`config.mk`:
```
export PLATFORM = sky130hd
export DESIGN_NAME = lmac_axis_frame_gen
export DESIGN_NICKNAME = d
export VERILOG_FILES = /design/src/rtl/lmac_gen_pkg.sv /design/src/rtl/lmac_gen_word.sv /design/src/rtl/lmac_axis_frame_gen.sv
export SDC_FILE = /design/constraint.sdc
export NUM_CORES = 1
export LEC_CHECK = 0
export BUFFER_PORTS_ARGS = -buffer_cell sky130_fd_sc_hd__buf_2
export CAP_MARGIN = 40
export CORE_AREA = 2 2 170 122
export DETAILED_ROUTE_END_ITERATION = 8
export DIE_AREA = 0 0 172 124
export MAX_ROUTING_LAYER = met4
export PLACE_DENSITY_LB_ADDON = 0.05
export SLEW_MARGIN = 20
export SYNTH_ARGS = -nofsm -noshare
export SYNTH_HDL_FRONTEND = slang
export SYNTH_HIERARCHICAL = 1
export SYNTH_SLANG_ARGS = --single-unit
```
`constraint.sdc`:
```
create_clock -name dclk -period 7.8 [get_ports dclk]
set_input_delay 0.39 -clock dclk [delete_from_list [all_inputs] [get_ports dclk]]
set_output_delay 0.39 -clock dclk [all_outputs]
set_load 0.01 [all_outputs]
```
`src/rtl/lmac_gen_pkg.sv`:
```
// Shared constants, state encoding and keep helper for the LMAC test-frame generator.
package lmac_gen_pkg;

    localparam int DA_OFF  = 0;
    localparam int SA_OFF  = 6;
    localparam int ET_OFF  = 12;
    localparam int PL_OFF  = 14;
    localparam int HDR_LEN = 14;

    typedef enum logic [1:0] {
        IDLE = 2'd0,
        SEND = 2'd1,
        GAP  = 2'd2
    } gen_state_e;

    function automatic logic [3:0] last_keep(input logic [1:0] len_lo);
        case (len_lo)
            2'd0:    return 4'hF;
            2'd1:    return 4'h1;
            2'd2:    return 4'h3;
            default: return 4'h7;
        endcase
    endfunction

endpackage

```
`src/rtl/lmac_gen_word.sv`:
```
// Combinational beat builder: maps a word index, frame length and sequence seed
// onto the 32-bit AXI-Stream word, its byte-lane keep and the end-of-frame flag.
module lmac_gen_word
    import lmac_gen_pkg::*;
#(
    parameter logic [47:0] DA    = 48'hFFFF_FFFF_FFFF,
    parameter logic [47:0] SA    = 48'h000A_3500_0001,
    parameter logic [15:0] ETYPE = 16'h88B5
) (
    input  logic [8:0]  word_idx,
    input  logic [10:0] len,
    input  logic [7:0]  seq,
    output logic [31:0] tdata,
    output logic [3:0]  tkeep,
    output logic        tlast
);

    logic [11:0] len_w;
    logic [11:0] n_words;
    logic [11:0] k;
    logic [11:0] pl;
    int          ki;

    always_comb begin
        len_w   = {1'b0, len};
        n_words = (len_w + 12'd3) >> 2;
        tlast   = ({3'b000, word_idx} == (n_words - 12'd1));
        tkeep   = tlast ? last_keep(len[1:0]) : 4'hF;
        tdata   = '0;
        k       = '0;
        pl      = '0;
        ki      = 0;
        for (int n = 0; n < 4; n++) begin
            k  = {1'b0, word_idx, 2'b00} + 12'(n);
            ki = int'(k);
            pl = k - 12'(HDR_LEN);
            // Lanes beyond the frame length stay zero.
            if (k < len_w) begin
                if (ki < SA_OFF)
                    tdata[8*n +: 8] = DA[8*(SA_OFF - 1 - (ki - DA_OFF)) +: 8];
                else if (ki < ET_OFF)
                    tdata[8*n +: 8] = SA[8*(ET_OFF - 1 - ki) +: 8];
                else if (ki < PL_OFF)
                    tdata[8*n +: 8] = ETYPE[8*(PL_OFF - 1 - ki) +: 8];
                else
                    tdata[8*n +: 8] = pl[7:0] + seq;
            end
        end
    end

endmodule

```
`src/rtl/lmac_axis_frame_gen.sv`:
```
// Programmable Ethernet test-frame source feeding the LMAC TX user AXI-Stream
// port: run control, frame/gap counters and registered stream outputs.
module lmac_axis_frame_gen
    import lmac_gen_pkg::*;
#(
    parameter int          MIN_LEN = 60,
    parameter int          MAX_LEN = 1514,
    parameter logic [47:0] DA      = 48'hFFFF_FFFF_FFFF,
    parameter logic [47:0] SA      = 48'h000A_3500_0001,
    parameter logic [15:0] ETYPE   = 16'h88B5
) (
    input  logic        dclk,
    input  logic        rst_,
    input  logic        start,
    input  logic        stop,
    input  logic [10:0] frame_len,
    input  logic [15:0] frame_cnt,
    input  logic [7:0]  ifg,
    output logic        busy,
    output logic [15:0] frames_sent,
    output logic        m_axis_tvalid,
    input  logic        m_axis_tready,
    output logic [31:0] m_axis_tdata,
    output logic [3:0]  m_axis_tkeep,
    output logic        m_axis_tlast
);

    gen_state_e  state_q, state_d;
    logic        busy_q, busy_d;
    logic [15:0] fs_q, fs_d;
    logic [7:0]  seq_q, seq_d;
    logic [8:0]  word_q, word_d;
    logic [7:0]  gap_q, gap_d;
    logic [10:0] len_q, len_d;
    logic [15:0] cnt_q, cnt_d;
    logic [7:0]  ifg_q, ifg_d;
    logic        stop_pend_q, stop_pend_d;
    logic        tvalid_q, tvalid_d;
    logic [31:0] tdata_q, tdata_d;
    logic [3:0]  tkeep_q, tkeep_d;
    logic        tlast_q, tlast_d;

    logic        accept;
    logic        last_acc;
    logic        run_done;
    logic [31:0] gen_tdata;
    logic [3:0]  gen_tkeep;
    logic        gen_tlast;

    always_comb begin
        state_d     = state_q;
        busy_d      = busy_q;
        fs_d        = fs_q;
        seq_d       = seq_q;
        word_d      = word_q;
        gap_d       = gap_q;
        len_d       = len_q;
        cnt_d       = cnt_q;
        ifg_d       = ifg_q;
        stop_pend_d = stop_pend_q;
        tvalid_d    = tvalid_q;
        accept      = tvalid_q & m_axis_tready;
        last_acc    = accept & tlast_q;
        run_done    = 1'b0;
        case (state_q)
            IDLE: begin
                if (start) begin
                    if (frame_len < 11'(MIN_LEN))
                        len_d = 11'(MIN_LEN);
                    else if (frame_len > 11'(MAX_LEN))
                        len_d = 11'(MAX_LEN);
                    else
                        len_d = frame_len;
                    cnt_d       = frame_cnt;
                    ifg_d       = ifg;
                    fs_d        = '0;
                    seq_d       = '0;
                    word_d      = '0;
                    stop_pend_d = 1'b0;
                    busy_d      = 1'b1;
                    tvalid_d    = 1'b1;
                    state_d     = SEND;
                end
            end
            SEND: begin
                if (stop)
                    stop_pend_d = 1'b1;
                if (last_acc) begin
                    fs_d     = fs_q + 16'd1;
                    seq_d    = seq_q + 8'd1;
                    word_d   = '0;
                    run_done = stop_pend_q | stop | ((cnt_q != 16'd0) && (fs_d == cnt_q));
                    if (run_done) begin
                        state_d     = IDLE;
                        busy_d      = 1'b0;
                        tvalid_d    = 1'b0;
                        stop_pend_d = 1'b0;
                    end else if (ifg_q != 8'd0) begin
                        // Load ifg-1 so the gap counter ends at zero after ifg idle cycles.
                        state_d  = GAP;
                        gap_d    = ifg_q - 8'd1;
                        tvalid_d = 1'b0;
                    end
                end else if (accept) begin
                    word_d = word_q + 9'd1;
                end
            end
            GAP: begin
                if (stop || stop_pend_q) begin
                    state_d     = IDLE;
                    busy_d      = 1'b0;
                    stop_pend_d = 1'b0;
                end else if (gap_q == 8'd0) begin
                    state_d  = SEND;
                    word_d   = '0;
                    tvalid_d = 1'b1;
                end else begin
                    gap_d = gap_q - 8'd1;
                end
            end
            default: state_d = IDLE;
        endcase
    end

    lmac_gen_word #(
        .DA    (DA),
        .SA    (SA),
        .ETYPE (ETYPE)
    ) u_word (
        .word_idx (word_d),
        .len      (len_d),
        .seq      (seq_d),
        .tdata    (gen_tdata),
        .tkeep    (gen_tkeep),
        .tlast    (gen_tlast)
    );

    always_comb begin
        tdata_d = tvalid_d ? gen_tdata : 32'd0;
        tkeep_d = tvalid_d ? gen_tkeep : 4'd0;
        tlast_d = tvalid_d & gen_tlast;
    end

    always_ff @(posedge dclk or negedge rst_) begin
        if (!rst_) begin
            state_q     <= IDLE;
            busy_q      <= 1'b0;
            fs_q        <= '0;
            seq_q       <= '0;
            word_q      <= '0;
            gap_q       <= '0;
            len_q       <= '0;
            cnt_q       <= '0;
            ifg_q       <= '0;
            stop_pend_q <= 1'b0;
            tvalid_q    <= 1'b0;
            tdata_q     <= '0;
            tkeep_q     <= '0;
            tlast_q     <= 1'b0;
        end else begin
            state_q     <= state_d;
            busy_q      <= busy_d;
            fs_q        <= fs_d;
            seq_q       <= seq_d;
            word_q      <= word_d;
            gap_q       <= gap_d;
            len_q       <= len_d;
            cnt_q       <= cnt_d;
            ifg_q       <= ifg_d;
            stop_pend_q <= stop_pend_d;
            tvalid_q    <= tvalid_d;
            tdata_q     <= tdata_d;
            tkeep_q     <= tkeep_d;
            tlast_q     <= tlast_d;
        end
    end

    assign busy          = busy_q;
    assign frames_sent   = fs_q;
    assign m_axis_tvalid = tvalid_q;
    assign m_axis_tdata  = tdata_q;
    assign m_axis_tkeep  = tkeep_q;
    assign m_axis_tlast  = tlast_q;

endmodule

```
==> results of run 1 <==
area by class of cell:
cell class | count | area share (%)
multi-input cells | 728 | 51.44
flip-flops and latches | 118 | 30.43
repair buffers | 111 | 6.267
clock buffers | 17 | 4.384
well taps | 270 | 3.482
inverters | 52 | 2.012
clock inverters | 15 | 1.986
flip-flops by register name, summed over array words and instances (netlist names), named ones only:
signal and count:
len_q 11, state_q 2, m_axis_tlast 1, cnt_q 16, busy 1, m_axis_tdata 32, stop_pend_q 1, word_q 9
m_axis_tkeep 4, ifg_q 8, seq_q 8, frames_sent 16, gap_q 8
Yosys cell counts, types with 7 or more instances:
cell type	instances	area share (%)
a21o_1	9	0.81
a21oi_1	63	3.8
a22o_1	10	1.1
a31oi_1	19	1.4
and2_1	39	2.9
and3_1	10	0.75
buf_2	10	0.60
clkbuf_1	31	1.4
dfrtp_1	118	35
ha_1	42	6.3
inv_1	52	2.3
mux2_2	27	3.6
mux2i_1	10	1.2
nand2_1	69	3.1
nand2b_1	10	0.75
nand3_1	21	1.3
nand4_1	12	0.90
nor2_1	70	3.2
nor2b_1	13	0.98
nor3_1	19	1.1
nor4_1	17	1.3
o211ai_1	11	0.99
o21a_1	7	0.63
o21ai_0	66	4.0
o31ai_1	10	0.90
or2_2	9	0.68
or3_1	7	0.53
xnor2_1	33	3.5
xor2_1	20	2.1
worst reg2reg max path: stages (launching register included):
cell	delay, ns
dfrtp_1	0.51
and3_1	0.45
nand2b_1	0.41
a31oi_1	0.07
o21ai_0	0.16
o31a_1	0.15
o21ai_0	0.10
buf_2	0.21
or4_1	0.61
nor3_2	0.29
nand2_1	0.46
a21oi_1	0.34
a21oi_1	0.20
o21ba_2	0.29
nor2_1	0.03
and2_1	0.13
routing by layer:
layer | track usage [%] | vias up
li1 | - | 3580
met1 | 38.20 | 3512
met2 | 27.94 | 264
met3 | 6.578 | 13
met4 | 6.250 | 0
met5 | - | -
kinds of logic after synthesis:
group | Yosys count | share of synthesized area [%]
multiplexers | 38 | 5.028
adder cells (fa/ha/maj) | 45 | 7.024
other | 1 | 0.04498
flip-flops | 118 | 35.42
AND/OR/NAND/NOR | 335 | 22.00
AO/OA/AOI/OAI | 254 | 19.57
XOR/XNOR | 55 | 6.033
buffers and inverters | 100 | 4.878
through the flow:
| step | area [um2] | hold WS [ns] | setup slack [ns] | util [%] | std cells |
|---|---|---|---|---|---|
| floorplan | 8337 | 0.09441 | 3.277 | - | 946 |
| global placement | 9032 | 0.4721 | 2.884 | 46.12 | 1273 |
| detailed placement | 9065 | 0.4722 | 2.779 | 46.29 | 1275 |
| global route | 9703 | 0.03925 | 2.908 | 49.55 | 1311 |
| CTS | 9683 | 0.01160 | 3.096 | 49.44 | 1307 |
| finish | 9703 | -0.01260 | 3.263 | 49.55 | 1311 |
path summary, 6_finish.rpt:
kind	startpoint	to	slack, ns	cells after the start
worst max-delay path	m_axis_tlast$_DFF_PN0_	m_axis_tdata[13]$_DFF_PN0_	3.26	15
worst min-delay path	rst_	ifg_q[3]$_DFFE_PN0P_	-0.01	1
worst max register to register	m_axis_tlast$_DFF_PN0_	m_axis_tdata[13]$_DFF_PN0_	3.26	15
worst min register to register	frames_sent[15]$_DFFE_PN0P_	frames_sent[15]$_DFFE_PN0P_	0.55	1
max in group asynchronous	rst_	m_axis_tdata[26]$_DFF_PN0_	6.73	3
min in group dclk	frame_cnt[2]	cnt_q[2]$_DFFE_PN0P_	0.17	3
power by group:
part,internal (mW),switching (mW)
Combinational,0.954,1.44
Sequential,0.844,0.172
Clock,0.510,0.323
==> Flow_metrics.wiki, run 1 <==
{| class="wikitable"
! Metric !! Value
|-
| Total number of vias || 7369
|-
| Sum of negative setup slack || 0 ns
|-
| Post-synthesis instance area || ~8300 um2
|-
| Routed vias/inst || ~5.6
|-
| Count of TritonRoute iterations in the first routing pass || 7
|-
| Number of hold buffers added after CTS || 0
|-
| Synthesis-to-layout area growth || 16.39%
|-
| DRT iter0 DRCs || 638
|-
| Clock slew at reported path FFs || 0.06 ns
|-
| Cell variety after synth || 83
|-
| Transition time at the pin with the least slew margin || around 0.85 ns
|-
| Top layer reached by signal wires || met4
|-
| Clock tree from TritonCTS || done
|-
| Vertical extent of the die || roughly 120 um
|-
| Synth Register Bits || approximately 120
|-
| Area of the multi-input gates || 4991 um2
|-
| Power density cells || about 440 nW/um2
|-
| Fraction of layout instances using a drive strength above 1 || 19.88%
|-
| Maximum number of pins on one net before global-route repair || 54
|-
| Max-capacitance violation count || 0
|-
| CTS Buffer Depth || 2
|-
| Congestion Overflow GR || 0
|-
| Core area || between 15000 and 20000 um2
|-
| Via count of the first global-routing pass || 6594
|-
| Overall routing resource usage || a little under a quarter
|-
| Synthesized instance count || 946
|-
| Number of levels in the clock H-tree || 4
|-
| Largest vdd supply drop || around 0.19 mV
|-
| Max Clk Rate || between 200 and 250 MHz
|-
| Run status || finished, violations left
|-
| Ordered list of cells on the worst path || and3_1 > nand2b_1 > a31oi_1 > o21ai_0 > o31a_1 > o21ai_0 > buf_2 > or4_1 > nor3_2 > nand2_1 > a21oi_1 > a21oi_1 > o21ba_2 > nor2_1 > and2_1
|-
| Met2 WL post-DR || ~8.5 mm
|-
| Met3 Wirelength || approximately 1.8 mm
|-
| Number of enable flip-flop cells after synthesis || 0
|-
| Required time at the worst-slack endpoint || 8.12 ns
|-
| Worst-path maximum fanout || 18
|-
| Setup Crit Path Kind || register to register
|-
| Number of antenna-violating nets in the routed design || 0
|-
| Async set-reset flop share out of synthesis || between 90% and 100%
|-
| Final GP Congestion || between 0.9 and 1
|-
| Master cell of the clock root buffer || clkbuf_16
|-
| Setup clock skew after layout || between 0.01 and 0.015 ns
|-
| WP buf/inv || 1
|-
| Power, Total || between 4 and 5 mW
|-
| Number of failing hold endpoints at the final stage || 8
|-
| Most frequently used flop master after synthesis || dfrtp_1
|-
| Sort of element at the end of the critical path || register
|-
| Clock latency of the later-clocked register in the worst-skew pair || around 0.44 ns
|-
| Path category of the worst min-delay check || primary input to async pin
|-
| Post-layout net count || around 1100
|-
| Top library cells by usage in the layout, fill and taps aside || 118 x dfrtp_1, 97 x buf_2, 70 x nor2_1
|-
| Critical-path cell with the highest stage delay || or4_1
|-
| Slew Viols, Final || 0
|-
| Ant diodes || 0
|-
| Boundary Pins || 95
|-
| Per-instance average area after synthesis || between 8 and 9 um2
|-
| Wire length the detailed router placed on met1 || around 13 mm
|-
| Leakage power summed over all cells || 4.329 nW
|-
| Number of failing setup endpoints in the final timing report || 0
|-
| Full die area || about 21000 um2
|-
| Post-CTS Setup Repair Bufs || 0
|-
| Total CTS buffers || 17
|-
| CP peak stage delay || ~0.61 ns
|-
| Worst relative slew slack || a little over two fifths
|-
| Startpoint class of the critical path || register
|-
| Number of fillers in the final layout || between 1500 and 2000
|-
| Post-DP HPWL || 17.51 mm
|-
| Sequential element share of the synthesized area || roughly 35%
|-
| Violated checks || hold timing
|-
| Initial antenna violation count || 0
|-
| Data arrival at the endpoint of the critical path || approximately 4.9 ns
|-
| Post-CTS Resized || 0
|-
| Unrepaired setup endpoints after global routing || no
|-
| Row count || between 40 and 50
|-
| Number of warnings printed during yosys synthesis || 6
|-
| Worst hold slack across all endpoints || -0.01260 ns
|-
| Detailed Route WL || around 24 mm
|-
| Final critical delay including setup and external delays || 4.537 ns
|-
| Leading cell type in the layout, fill and taps excluded || dfrtp_1
|-
| Number of clock sinks seen by CTS || about 120
|-
| Routed WL per cell || 18.00 um
|-
| Starting density of the core || about 43%
|-
| FF/Latch Area || approximately 3000 um2
|-
| Wire length of the first global-routing pass || 37.42 mm
|-
| Port Buffers || 94
|-
| Syn_nets || slightly above 1000
|-
| Cell family with most CP delay || simple AND/OR/NAND/NOR gates
|-
| Width of the chip || around 170 um
|-
| DR DRC count || 0
|-
| Fraction of the cycle the final worst path needs || 58.17%
|}
No activity file was read; power rests on OpenSTA's default activity.
==> run 2, diff against run 1 <==
- clock period: 7.8 -> 3.81 ns (I/O delays scaled with it)
==> run 2 against run 1 <==
Compared with the run above: the run now ends clean; first-iteration DRC count increased by 12%; hold slack improved by 0.088 ns; non-clock buffer count increased by 102; fmax increased by 25%; clock power increased by 90%; critical path type unchanged; highest routed layer unchanged.
==> Flow_metrics.wiki, run 2 (synthesized netlist as in run 1, its figures left out) <==
{| class="wikitable"
! Metric !! Value
|-
| Run status || completed
|-
| Data arrival at the endpoint of the critical path || 3.95 ns (-0.91 ns)
|-
| Final GP Congestion || 0.9062 (-2.4%)
|-
| Number of levels in the clock H-tree || 4 (unchanged)
|-
| Congestion Overflow GR || 0 (unchanged)
|-
| Worst relative slew slack || 53.36% (+10 points)
|-
| Number of fillers in the final layout || 1815 (-6.1%)
|-
| Setup Crit Path Kind || register to register
|-
| Wire length of the first global-routing pass || 38.01 mm (+1.6%)
|-
| Total number of vias || 7751 (+5.2%)
|-
| Power density cells || 871.9 nW/um2 (+99%)
|-
| Sequential cell fraction of total power || 22.0% (-1.9 points)
|-
| Final critical delay including setup and external delays || 3.634 ns (-0.9037 ns)
|-
| Clock tree from TritonCTS || done
|-
| Startpoint class of the critical path || register
|-
| Setup clock skew after layout || 0.01251 ns (+0.0008818 ns)
|-
| Largest vdd supply drop || 0.4450 mV (+130%)
|-
| Post-Place Setup Slack || -0.09599 ns (-2.875 ns)
|-
| Number of failing setup endpoints in the final timing report || 0 (unchanged)
|-
| Maximum number of pins on one net before global-route repair || 62 (+15%)
|-
| Number of flip-flops in the largest register || 32 (unchanged)
|-
| Clk pwr share || 16.9% (-2.7 points)
|-
| Routed vias/inst || 5.485 (-2.4%)
|-
| Clock slew at reported path FFs || 0.06 ns (about the same)
|-
| Master cell of the clock root buffer || clkbuf_16
|-
| Number of failing hold endpoints at the final stage || 0 (-8)
|-
| Sort of element at the end of the critical path || register
|-
| Port Buffers || 94 (unchanged)
|-
| Reg2reg setup slack || 0.18 ns (-3.09 ns)
|-
| Starting density of the core || 42.57% (unchanged)
|-
| Vertical extent of the die || 124 um (unchanged)
|-
| Synthesis-to-layout area growth || 28.41%
|-
| Top library cells by usage in the layout, fill and taps aside || 117 x dfrtp_1, 93 x buf_2, 89 x buf_4
|-
| Max-capacitance violation count || 0 (unchanged)
|-
| Initial antenna violation count || 0 (unchanged)
|-
| Fraction of layout instances using a drive strength above 1 || 27.91% (+8.0 points)
|-
| Max Clk Rate || 275.2 MHz (+25%)
|-
| Ant diodes || 0 (unchanged)
|-
| Leading cell type in the layout, fill and taps excluded || dfrtp_1
|-
| Post-DP HPWL || 17.76 mm (+1.5%)
|-
| DRT iter0 DRCs || 714 (+12%)
|-
| Required time at the worst-slack endpoint || 4.13 ns (-3.99 ns)
|-
| DR DRC count || 0 (unchanged)
|-
| Internal cell power || 5.196 mW (+130%)
|-
| Total CTS buffers || 17 (unchanged)
|-
| Core area || 19580 um2 (unchanged)
|-
| Via count of the first global-routing pass || 7062 (+7.1%)
|-
| Boundary Pins || 95 (unchanged)
|-
| Width of the chip || 172 um (unchanged)
|-
| Psw || 4.138 mW (+110%)
|-
| Count of TritonRoute iterations in the first routing pass || 5 (-2)
|-
| Number of clock sinks seen by CTS || 118 (unchanged)
|-
| Relative contribution of combinational cells to total power || 61.1% (+4.6 points)
|-
| Full die area || 21330 um2 (unchanged)
|-
| Transition time at the pin with the least slew margin || 0.6923 ns (-0.1602 ns)
|-
| Row count || 43 (unchanged)
|-
| Detailed Route WL || 23.84 mm (+0.99%)
|-
| Leakage power summed over all cells || 4.838 nW (+12%)
|-
| Worst-path maximum fanout || 4 (-14)
|-
| Overall routing resource usage || 23.66% (-0.20 points)
|-
| Fraction of the cycle the final worst path needs || 95.37% (+37 points)
|-
| Worst hold slack across all endpoints || 0.07497 ns (+0.08757 ns)
|-
| Post-layout net count || 1215 (+9.2%)
|-
| CTS Buffer Depth || 2 (unchanged)
|-
| Routed WL per cell || 16.87 um (-6.3%)
|-
| Switching Fraction || 44.34% (-1.3 points)
|-
| Min setup slack post-route || 0.1764 ns (-3.086 ns)
|-
| Path category of the worst min-delay check || primary input to register
|-
| Clock latency of the later-clocked register in the worst-skew pair || 0.43 ns (about the same)
|-
| Slew Viols, Final || 0 (unchanged)
|-
| Number of antenna-violating nets in the routed design || 0 (unchanged)
|-
| Unrepaired setup endpoints after global routing || yes
|}
## run 2: cell count changes in the layout (fill, tap and decap cells not counted), moves of 4 or more
cell,change
buf_4,+77
dlygate4sd3_1,+25
o21ai_0,-10
o21ai_1,+7
buf_2,-4
## run 2: through the flow
stage | power [mW] | area (um2) | TNS, ns | utilization (%) | instances
3_3_place_gp | 7.333 | 9625 | -0.7045 | 49.15 | 1346
2_1_floorplan | 5.590 | 8367 | 0 | - | 946
6_report | 9.334 | 10710 | 0 | 54.66 | 1413
4_1_cts | 8.981 | 10460 | 0 | 53.41 | 1403
5_1_grt | 10.09 | 10710 | -0.04616 | 54.66 | 1413
3_5_place_dp | 7.324 | 9625 | -0.2969 | 49.15 | 1346
## run 2: path summary, 6_finish.rpt
check,depth (start not counted),startpoint,end
worst max-delay path,17,state_q[1]$_DFFE_PN0P_,m_axis_tkeep[3]$_DFF_PN0_
worst min-delay path,3,stop,stop_pend_q$_DFFE_PN0P_
worst max register to register,17,state_q[1]$_DFFE_PN0P_,m_axis_tkeep[3]$_DFF_PN0_
worst min register to register,1,frames_sent[15]$_DFFE_PN0P_,frames_sent[15]$_DFFE_PN0P_
max in group asynchronous,3,rst_,len_q[4]$_DFF_PN0_
min in group asynchronous,2,rst_,gap_q[2]$_DFFE_PN0P_
## run 2: timing repair
item,CTS,global route
endpoints found under the setup margin,12,35
buffers inserted,0,9
hold buffers,25,0
endpoints found under the hold margin,84,0
gates resized for setup,4,42
pin swaps,0,17
## run 2: area by class of cell
cell class / count / area, um2 / area share, %
clock inverter: 15 / 145.1 / 1.356
inverter: 52 / 195.2 / 1.823
clock buffer: 17 / 425.4 / 3.974
sequential: 118 / 2954 / 27.59
multi-input combinational: 728 / 5154 / 48.14
timing repair buffer: 213 / 1494 / 13.96
tap: 270 / 337.8 / 3.156
## run 2: power by group through the flow
stage / Clock [mW] / Combinational [mW] / Sequential [mW]
final: 1.58 / 5.70 / 2.05
after global routing: 1.66 / 6.32 / 2.11
after CTS: 1.61 / 5.34 / 2.03
after detailed placement: 0 / 5.27 / 2.05
after global placement: 0 / 5.28 / 2.06
after floorplan: 0 / 3.53 / 2.06
## run 2: layer usage
| metal | GRT usage, % | share of wire [%] | vias up |
|---|---|---|---|
| li1 | - | - | 3779 |
| met1 | 37.33 | 53 | 3678 |
| met2 | 30.65 | 40 | 275 |
| met3 | 4.353 | 6.4 | 19 |
| met4 | 5.095 | 0.93 | 0 |
| met5 | - | 0 | - |
## run 2: worst max-delay path: stages (launching register included)
cell      delay [ns]
dfrtp_1         0.40
inv_2           0.08
ha_1            0.16
and2_4          0.21
nand2_2         0.09
o32a_1          0.38
buf_4           0.16
buf_4           0.13
buf_4           0.13
inv_1           0.14
xnor2_1         0.16
ha_1            0.20
nand3_1         0.11
a211oi_1        0.32
a21oi_1         0.20
a211oi_4        0.36
o211ai_1        0.13
and2_1          0.16
==> run 3, diff against run 2 <==
- clock period: 3.81 -> 3.08 ns (I/O delays scaled with it)
==> run 3 against run 2 <==
Compared with the run above: the flow now finishes with violations (setup timing); count of clock-buffer cells in the layout is 5 higher; clock power rose by 30%; final cell count rose by 12%; final area up 20%; critical endpoint is now m_axis_tdata[14]$_DFF_PN0_; largest power group unchanged; sequential power grew 21%; utilization rose by 11 points; largest cell class unchanged; highest routed layer unchanged.
==> Flow_metrics.wiki, run 3 (synthesized netlist as in run 1, its figures left out) <==
{| class="wikitable"
! Metric !! Value
|-
| Critical-path cell with the highest stage delay || fa_2
|-
| Boundary Pins || 95 (unchanged)
|-
| Leakage power summed over all cells || 5.796 nW (+20%)
|-
| Post-layout net count || 1382 (+14%)
|-
| Reg2reg setup slack || -0.37 ns (-0.55 ns)
|-
| Hold Path Sink || stop_pend_q$_DFFE_PN0P_
|-
| Final std cells w/o fill || 1579 (+12%)
|-
| Relative contribution of combinational cells to total power || 67.9% (+6.8 points)
|-
| Congestion Overflow GR || 0 (unchanged)
|-
| Detailed Route WL || 25.83 mm (+8.4%)
|-
| Setup clock skew after layout || 0.009537 ns (-0.002969 ns)
|-
| Ant diodes || 0 (unchanged)
|-
| Post-DP HPWL || 18.85 mm (+6.1%)
|-
| Clock slew at reported path FFs || 0.06 ns (about the same)
|-
| Full die area || 21330 um2 (unchanged)
|-
| Sequential cell fraction of total power || 17.6% (-4.4 points)
|-
| Number of antenna-violating nets in the routed design || 0 (unchanged)
|-
| Final critical delay including setup and external delays || 3.455 ns (-0.1788 ns)
|-
| Sum of negative setup slack || -8.783 ns (-8.783 ns)
|-
| Clock tree from TritonCTS || done
|-
| Via count of the first global-routing pass || 7799 (+10%)
|-
| Routed vias/inst || 5.339 (-2.7%)
|-
| Min setup slack post-route || -0.3748 ns (-0.5512 ns)
|-
| Leading cell type in the layout, fill and taps excluded || buf_4
|-
| Max Clk Rate || 289.4 MHz (+5.2%)
|-
| DRT iter0 DRCs || 648 (-9.2%)
|-
| Clk pwr share || 14.5% (-2.4 points)
|-
| Worst r2r path cells || 18 (+1)
|-
| Number of levels in the clock H-tree || 4 (unchanged)
|-
| Count of TritonRoute iterations in the first routing pass || 5 (unchanged)
|-
| FF/Latch Area || 2958 um2 (+0.13%)
|-
| Wire length of the first global-routing pass || 41.09 mm (+8.1%)
|-
| Maximum number of pins on one net before global-route repair || 48 (-23%)
|-
| Top library cells by usage in the layout, fill and taps aside || 239 x buf_4, 114 x dfrtp_1, 93 x buf_2
|-
| Sort of element at the end of the critical path || register
|-
| Internal cell power || 8.244 mW (+59%)
|-
| Required time at the worst-slack endpoint || 3.39 ns (-0.74 ns)
|-
| Fraction of the cycle the final worst path needs || 112.2% (+17 points)
|-
| Switching Fraction || 41.85% (-2.5 points)
|-
| Routed WL per cell || 16.36 um (-3.0%)
|-
| Origin of the critical flop-to-flop path || gap_q[4]$_DFFE_PN0P_
|-
| Endpoint of the worst register-to-register path || m_axis_tdata[14]$_DFF_PN0_
|-
| Startpoint class of the critical path || register
|-
| Largest vdd supply drop || 0.5130 mV (+15%)
|-
| Placed cells || 1489 (+11%)
|-
| Total CTS buffers || 17 (unchanged)
|-
| Worst-path maximum fanout || 3 (-1)
|-
| Starting density of the core || 42.57% (unchanged)
|-
| Cell family with most CP delay || simple AND/OR/NAND/NOR gates
|-
| Worst relative slew slack || 57.02% (+3.7 points)
|-
| Slew Viols, Final || 0 (unchanged)
|-
| Post-Place Setup Slack || -0.5680 ns (-0.4720 ns)
|-
| Initial antenna violation count || 0 (unchanged)
|-
| Number of clock sinks seen by CTS || 118 (unchanged)
|-
| Violated checks || setup timing
|-
| WP buf/inv || 2 (-3)
|-
| Number of failing setup endpoints in the final timing report || 36 (+36)
|-
| Total number of vias || 8431 (+8.8%)
|-
| Number of failing hold endpoints at the final stage || 0 (unchanged)
|-
| Row count || 43 (unchanged)
|-
| Synthesis-to-layout area growth || 53.97%
|-
| Fraction of layout instances using a drive strength above 1 || 44.46% (+17 points)
|-
| Ordered list of cells on the worst path || nor4_2 > nand3_1 > nor2_2 > nor2b_4 > buf_4 > o31ai_4 > o21ai_4 > ha_4 > buf_4 > fa_2 > a31oi_4 > nand2b_4 > a21oi_2 > nor2_2 > xnor2_1 > a21oi_1 > nor2_1 > and2_1
|-
| Number of cells traversed by the worst hold path || 4 (+1)
|-
| Data arrival at the endpoint of the critical path || 3.77 ns (-0.18 ns)
|-
| Overall routing resource usage || 25.50% (+1.8 points)
|-
| Number of fillers in the final layout || 1608 (-11%)
|-
| CP peak stage delay || 0.42 ns (+0.02 ns)
|-
| Port Buffers || 94 (unchanged)
|-
| Number of flip-flops in the largest register || 32 (unchanged)
|-
| Final GP Congestion || 0.9656 (+6.6%)
|-
| Psw || 5.934 mW (+43%)
|-
| Power, Total || 14.18 mW (+52%)
|-
| Width of the chip || 172 um (unchanged)
|-
| Transition time at the pin with the least slew margin || 0.6447 ns (-0.04761 ns)
|-
| Core area || 19580 um2 (unchanged)
|-
| Area of the multi-input gates || 5909 um2 (+15%)
|-
| Vertical extent of the die || 124 um (unchanged)
|-
| Power density cells || 1105 nW/um2 (+27%)
|-
| Max-capacitance violation count || 0 (unchanged)
|-
| CTS Buffer Depth || 2 (unchanged)
|-
| Unrepaired setup endpoints after global routing || yes
|-
| Master cell of the clock root buffer || clkbuf_16
|-
| Clock latency of the later-clocked register in the worst-skew pair || 0.43 ns (about the same)
|-
| Setup Crit Path Kind || register to register
|-
| Run status || finished, violations left
|-
| Path category of the worst min-delay check || primary input to register
|-
| DR DRC count || 0 (unchanged)
|-
| Critical hold path startpoint || stop
|}
run 3: routing by layer:
metal	global-route usage (%)	vias to the layer above	wire length (um)
met4	5.515	0	171
met5	-	-	0
met2	36.70	233	11200
li1	-	4112	-
met3	4.036	18	1383
met1	37.72	4068	13080
run 3: worst register-to-register path, delay by kind of cell, from the launching register on:
family | cells | cell delay, ns
compound gates | 5 | 0.74
xor+xnor | 1 | 0.07
fa+ha+maj | 2 | 0.67
buf+inv | 2 | 0.28
flops | 1 | 0.38
simple gates | 8 | 1.18
run 3: worst max-delay path by stage:
stage	from	cells past startpoint	endpoint
3_5_place_dp	frame_len[6]	16	m_axis_tkeep[1]$_DFF_PN0_
5_1_grt	state_q[1]$_DFFE_PN0P_	15	m_axis_tkeep[2]$_DFF_PN0_
6_report	gap_q[4]$_DFFE_PN0P_	18	m_axis_tdata[14]$_DFF_PN0_
3_3_place_gp	frame_len[10]	17	m_axis_tkeep[3]$_DFF_PN0_
2_1_floorplan	state_q[0]$_DFFE_PN0P_	21	m_axis_tdata[15]$_DFF_PN0_
4_1_cts	gap_q[4]$_DFFE_PN0P_	19	m_axis_tdata[14]$_DFF_PN0_
run 3: final cells by class:
| class | instances | area share, % |
|---|---|---|
| Clock inverter | 9 | 0.9845 |
| Inverter | 52 | 1.560 |
| Multi-Input combinational cell | 729 | 46.04 |
| Sequential cell | 118 | 23.04 |
| Tap cell | 270 | 2.632 |
| Timing Repair Buffer | 379 | 22.05 |
| Clock buffer | 22 | 3.694 |
run 3: power groups by stage:
| stage | sequential, mW | combinational [mW] | clock [mW] |
|---|---|---|---|
| floorplan | 2.57 | 4.82 | 0 |
| global placement | 2.51 | 7.92 | 0 |
| detailed placement | 2.51 | 8.00 | 0 |
| CTS | 2.49 | 8.99 | 2.09 |
| global route | 2.57 | 10.5 | 2.17 |
| finish | 2.49 | 9.63 | 2.05 |
run 3: metrics by stage:
stage / utilization [%] / area, um2 / hold WS, ns
4_1_cts: 63.49 / 12430 / 0.1221
2_1_floorplan: - / 8736 / -0.1416
3_5_place_dp: 56.29 / 11020 / 0.2173
5_1_grt: 65.54 / 12840 / 0.1608
3_3_place_gp: 56.24 / 11010 / 0.2168
6_report: 65.54 / 12840 / 0.1246
run 3: what timing repair did:
| item | in CTS | in global routing |
|---|---|---|
| setup buffers | 24 | 15 |
| resized for setup | 75 | 76 |
| pin swaps | 36 | 45 |
| hold buffers | 25 | 0 |
| endpoints found under the setup margin | 41 | 44 |
| hold endpoints to repair | 69 | 0 |
| gates cloned | 2 | 0 |
